$ cat src/rtl/referee_pkg.sv
// referee_pkg -- shared definitions for the round-robin referee.
//   ST_RESET/ST_INIT/ST_IDLE/ST_ACTIVE : one-hot system FSM state encodings
//   dest_of()                          : extracts the destination field of a word
package referee_pkg;

  localparam logic [3:0] ST_RESET  = 4'b0001;
  localparam logic [3:0] ST_INIT   = 4'b0010;
  localparam logic [3:0] ST_IDLE   = 4'b0100;
  localparam logic [3:0] ST_ACTIVE = 4'b1000;

  // Words up to 64 bits wide; the field is [lsb +: $clog2(n_dst)], and
  // n_dst is a power of two, so masking with n_dst-1 yields the field.
  function automatic int unsigned dest_of(input logic [63:0] word,
                                          input int unsigned lsb,
                                          input int unsigned n_dst);
    int unsigned f;
    f = 32'(word >> lsb) & (n_dst - 1);
    return f;
  endfunction

endpackage

$ cat src/rtl/rr_arbiter.sv
// rr_arbiter -- purely combinational round-robin arbiter.
//   req       : request vector
//   ptr       : highest-priority index; the scan runs upward and wraps
//   gnt       : one-hot (or zero) grant
//   gnt_idx   : index of the granted requester
//   gnt_valid : a grant was issued
module rr_arbiter #(
  parameter  int N  = 4,
  localparam int IW = $clog2(N)
) (
  input  logic [N-1:0]  req,
  input  logic [IW-1:0] ptr,
  output logic [N-1:0]  gnt,
  output logic [IW-1:0] gnt_idx,
  output logic          gnt_valid
);

  always_comb begin
    int unsigned j;
    gnt       = '0;
    gnt_idx   = '0;
    gnt_valid = 1'b0;
    j         = 0;
    for (int unsigned k = 0; k < N; k++) begin
      j = (32'(ptr) + k) % N;
      if (!gnt_valid && req[j]) begin
        gnt_valid = 1'b1;
        gnt_idx   = IW'(j);
        gnt[j]    = 1'b1;
      end
    end
  end

endmodule

$ cat src/rtl/referee_rr.sv
// referee_rr -- round-robin referee: moves at most one word per cycle from
// N_SRC FWFT source FIFOs to N_DST destination FIFOs chosen by a field in
// the word, honouring per-destination almost_full.
//   clk, reset  : clock, synchronous active-high reset
//   state       : one-hot system FSM state; only ST_ACTIVE moves data
//   empty_f     : per-source empty flags
//   data_in     : source head words, source i at [i*LINE_SIZE +: LINE_SIZE]
//   almost_full : per-destination back-pressure
//   pop         : combinational one-hot pop to the granted source
//   push        : registered one-hot push to a destination
//   data_out    : registered word accompanying push
//   grant_id    : registered index of the last granted source
//   idle        : no eligible source and no push in flight
//   push_count  : per-destination saturating 8-bit push counters, present
//                 only when REFEREE_COUNT_EN is defined
module referee_rr
  import referee_pkg::*;
#(
  parameter  int LINE_SIZE = 12,
  parameter  int N_SRC     = 4,
  parameter  int N_DST     = 4,
  parameter  int DEST_LSB  = 8,
  localparam int SW        = $clog2(N_SRC),
  localparam int DW        = $clog2(N_DST)
) (
  input  logic                     clk,
  input  logic                     reset,
  input  logic [3:0]               state,
  input  logic [N_SRC-1:0]         empty_f,
  input  logic [N_SRC*LINE_SIZE-1:0] data_in,
  input  logic [N_DST-1:0]         almost_full,
  output logic [N_SRC-1:0]         pop,
  output logic [N_DST-1:0]         push,
  output logic [LINE_SIZE-1:0]     data_out,
  output logic [SW-1:0]            grant_id,
  output logic                     idle
`ifdef REFEREE_COUNT_EN
  ,
  output logic [N_DST*8-1:0]       push_count
`endif
);

  logic [SW-1:0]        ptr;
  logic [DW-1:0]        dest [N_SRC];
  logic [N_SRC-1:0]     req;
  logic [N_SRC-1:0]     gnt;
  logic [SW-1:0]        gnt_idx;
  logic                 gnt_valid;
  logic [LINE_SIZE-1:0] gnt_word;
  logic [DW-1:0]        gnt_dest;
  logic                 active;

  assign active = (state == ST_ACTIVE) && !reset;

  // The registered push vector doubles as the in-flight flag: a source
  // aiming at a destination being pushed this cycle waits, so at most one
  // unseen push per destination can land beyond almost_full.
  always_comb begin
    for (int unsigned i = 0; i < N_SRC; i++) begin
      dest[i] = DW'(dest_of(64'(data_in[i*LINE_SIZE +: LINE_SIZE]), DEST_LSB, N_DST));
      req[i]  = active && !empty_f[i] && !almost_full[dest[i]] && !push[dest[i]];
    end
  end

  rr_arbiter #(.N(N_SRC)) u_arb (
    .req       (req),
    .ptr       (ptr),
    .gnt       (gnt),
    .gnt_idx   (gnt_idx),
    .gnt_valid (gnt_valid)
  );

  always_comb begin
    gnt_word = '0;
    gnt_dest = '0;
    for (int unsigned i = 0; i < N_SRC; i++) begin
      if (gnt[i]) begin
        gnt_word = data_in[i*LINE_SIZE +: LINE_SIZE];
        gnt_dest = dest[i];
      end
    end
  end

  assign pop  = gnt;
  assign idle = !(|req) && !(|push);

  always_ff @(posedge clk) begin
    if (reset) begin
      push     <= '0;
      data_out <= '0;
      grant_id <= '0;
      ptr      <= '0;
    end else if (gnt_valid) begin
      push     <= N_DST'(1) << gnt_dest;
      data_out <= gnt_word;
      grant_id <= gnt_idx;
      ptr      <= (gnt_idx == SW'(N_SRC - 1)) ? '0 : gnt_idx + 1'b1;
    end else begin
      push <= '0;
    end
  end

`ifdef REFEREE_COUNT_EN
  always_ff @(posedge clk) begin
    if (reset || state == ST_INIT) begin
      push_count <= '0;
    end else begin
      for (int unsigned d = 0; d < N_DST; d++) begin
        if (push[d] && push_count[d*8 +: 8] != 8'hFF)
          push_count[d*8 +: 8] <= push_count[d*8 +: 8] + 8'd1;
      end
    end
  end
`endif

endmodule

$ cat config.mk
export PLATFORM = sky130hd
export DESIGN_NAME = referee_rr
export DESIGN_NICKNAME = d
export VERILOG_FILES = /design/src/rtl/referee_pkg.sv /design/src/rtl/rr_arbiter.sv /design/src/rtl/referee_rr.sv
export SDC_FILE = /design/constraint.sdc
export NUM_CORES = 1
export LEC_CHECK = 0
export ABC_AREA = 1
export CORE_UTILIZATION = 25
export DETAILED_ROUTE_END_ITERATION = 10
export MAX_ROUTING_LAYER = met4
export PLACE_DENSITY = 0.51
export SYNTH_ARGS = -nofsm -noshare
export SYNTH_HDL_FRONTEND = slang
export SYNTH_SLANG_ARGS = --single-unit
$ cat constraint.sdc
create_clock -name clk -period 3.65 [get_ports clk]
set_input_delay 0.9125 -clock clk [delete_from_list [all_inputs] [get_ports clk]]
set_output_delay 0.9125 -clock clk [all_outputs]
set_load 0.005 [all_outputs]
==> run_results.csv, run 1 <==
group,metric,value,unit
status,status,"finished, final reports clean",
clocking,cts.path.max_buffers,2,
yosys,syn_nets,373,
hold_path,hp-class,"flop to flop",
power,totalPowerFinal,2160,uW
sta,max-slew-margin-rel,74.4,%
grt,track_usage,17.5,%
sta,fin_crit,3.50,ns
sta,rsz0062_at_grt,"yes",
yosys,synth_cells,306,
detailed_routing,dr.pass1.iters,4,
die,die_area,8050,um^2
yosys,synth-seq-cells,20,
die,core_area,7330,um^2
clocking,cts-root-buf,"clkbuf_8",
die,placementRows,31,
setup_path,critPathMaxFanout,4,
layout,nNetsFinal,485,
grt,grt_pass1_wl,11300,um
yosys,synth_area,1920,um^2
sta,finalMaxSlewViolations,0,
detailed_routing,drt_iter0_drc,59,
setup_path,cp-end-kind,"output port",
power,ir_drop,0.000317,V
power,power.leakage,0.00161,uW
layout,stdcell_count,516,
yosys,synthFlopType,"dfxtp_1",
yosys,async_flop_share,0,%
die,ioPinCount,85,
setup_path,cp-start-kind,"input port",
detailed_routing,drc_errors,0,
clocking,insertion_delay,0.26,ns
clocking,postCtsHoldBufs,0,
setup_path,worst-setup-path-type,"input port to output port",
yosys,synth_area_leader_cell,"nand2_1",
clocking,cts_tree,"done",
clocking,clk_pin_slew_worst_paths,0.08,ns
layout,diodes,0,
setup_path,crit_arrival,2.59,ns
clocking,htree_levels,1,
setup_path,critical-path-slowest-cell,"dlygate4sd2_1",
sta,finalHoldViolCount,0,
layout,drive_above_1_share,30.2,%
grt,grt_max_degree,25,
grt,antenna_found_initial,0,
yosys,netlist.area_leader.share,24.2,%
sta,min_period_over_period,95.9,%
detailed_routing,vias,2298,
placement,dp_hpwl,5110,um
setup_path,cp_slowest_stage_delay,0.26,ns
grt,overflow,0,
setup_path,path_common_cell,"nor2_4",
detailed_routing,routed_wl,6580,um
die,dieHeight,89.7,um
layout,finalInstanceArea,3260,um^2
sta,finalClockSkew,0.00527,ns
sta,worst_pin_slew,0.384,ns
yosys,yosys-top-cells-area,"nand2_1 24%, dfxtp_1 21%, a21oi_2 10%",
setup_path,path_buf_inv,3,
placement,placed_cells,506,
placement,port_buffers,84,
sta,finalSetupViolations,0,
grt,first_global_vias,2430,
run,cap_violations,0,
layout,fin_util,44.4,%
yosys,synth_common_cells,"124 x nand2_1, 26 x inv_1, 23 x a21oi_2",
yosys,syn_avg_cell_area,6.29,um^2
yosys,synth_warnings,0,
detailed_routing,viasPerCell,4.45,
yosys,ys_types,30,
setup_path,required,2.74,ns
clocking,cts-buffers-inserted,3,
die,initial_core_util,26.3,%
yosys,yosysSeqAreaShare,20.8,%
power,p_per_area,663,nW/um^2
setup_path,reg2reg_slack,1.10,ns
yosys,yosysMostFrequentCell,"nand2_1",
detailed_routing,ant_nets,0,
sta,fmax,286,MHz
clocking,cts.sinks,20,
placement,gp_congestion,0.878,
detailed_routing,wire_per_inst,12.8,um
placement,place_area,3020,um^2
yosys,synth_edf_count,0,
setup_path,critPathTopFamily,"simple AND/OR/NAND/NOR gates",
layout,area_delta_synth_final,69.2,%
setup_path,path_cells,"dlygate4sd2_1 -> nor2_4 -> nand3_4 -> nor2_4 -> nand3_2 -> nand2_2 -> nand3_4 -> nand2_4 -> nor2_4 -> buf_4 -> nand2_1 -> nand2_1 -> a21oi_2 -> nand2_4 -> buf_6",
die,die_x,89.7,um
sta,tns,0,ns
cell families (layout without fill, tap and decap cells):
group,count (synthesis),count (layout),share of synthesized area [%]
AND/OR/NAND/NOR,200,200,49.9
AO/OA/AOI/OAI,41,41,15.8
buffers and inverters,40,151,10.2
flip-flops,20,20,20.8
adder cells (fa/ha/maj),5,5,3.25
metrics by stage:
| stage | setup WS (ns) | hold WS [ns] |
|---|---|---|
| 2_1_floorplan | 0.553 | 0.446 |
| 3_5_place_dp | -0.371 | 0.439 |
| 4_1_cts | -0.0126 | 0.457 |
| 3_3_place_gp | -0.380 | 0.437 |
| 5_1_grt | -0.00348 | 0.467 |
| 6_report | 0.148 | 0.455 |
worst min-delay path, delay by kind of cell (launching register included):
family	cells	cell delay (ns)
DFF	1	0.32
and+or+nand+nor	2	0.10
area by class of cell:
cell class | count | area [um^2]
multi-input combinational | 246 | 1470
timing repair buffer | 116 | 1090
tap | 99 | 124
clock buffer | 4 | 55.1
inverter | 31 | 116
fill | 769 | 4070
sequential | 20 | 400
layout by cell type, fill, tap and decap left out, types with 5 or more instances in the layout:
cell               n
nand2_1          114
clkdlybuf4s50_1   62
buf_4             30
a21oi_2           23
inv_1             21
dfxtp_1           20
nand2_2           16
nand3_1           14
nor2_4            12
nor2_1            11
nand3_2           10
o21ai_1           10
inv_2              9
dlygate4sd2_1      9
dlymetal6s2s_1     8
nand4_1            7
ha_1               5
registers in the layout (all words and copies together) (netlist names), named ones only:
signal and flops:
data_out 12, grant_id 2, ptr 1, push 4
repair_timing:
| action | CTS | global route |
|---|---|---|
| setup buffers | 6 | 0 |
| gates resized for setup | 56 | 21 |
| endpoints found under the setup margin | 5 | 5 |
| pin swaps | 22 | 9 |
per-layer routing:
metal | up-vias | wire length, um | global-route usage, %
met5 | - | 0 | -
met4 | 0 | 57 | 4.64
met3 | 4 | 493 | 4.23
met2 | 78 | 3130 | 29.6
met1 | 1019 | 2900 | 20.8
li1 | 1197 | - | -
worst paths after layout:
| path | startpoint | endpoint | cells past startpoint |
|---|---|---|---|
| max | state[0] | pop[3] | 15 |
| min | data_out[7]$_SDFFE_PP0N_ | data_out[7]$_SDFFE_PP0N_ | 2 |
| max reg2reg | flop | data_out[10]$_SDFFE_PP0N_ | 15 |
| min reg2reg | data_out[7]$_SDFFE_PP0N_ | data_out[7]$_SDFFE_PP0N_ | 2 |
power breakdown:
part	total (uW)	switching (uW)	internal, uW
registers	380	54.6	326
logic	1600	867	736
clock network	178	81.3	96.2
total	2160	1000	1160
Note: power is estimated with default switching activity, not from simulation.
==> inputs of run 2 (changes only) <==
--- a/config.mk
+++ b/config.mk
@@ -8,6 +8,7 @@
 export ABC_AREA = 1
 export CORE_UTILIZATION = 25
 export DETAILED_ROUTE_END_ITERATION = 10
+export GPL_ROUTABILITY_DRIVEN = 0
 export MAX_ROUTING_LAYER = met4
 export PLACE_DENSITY = 0.51
 export SYNTH_ARGS = -nofsm -noshare
==> results of run 2 <==
Same layout as run 1: the final DEF is identical, and so are final timing and power.
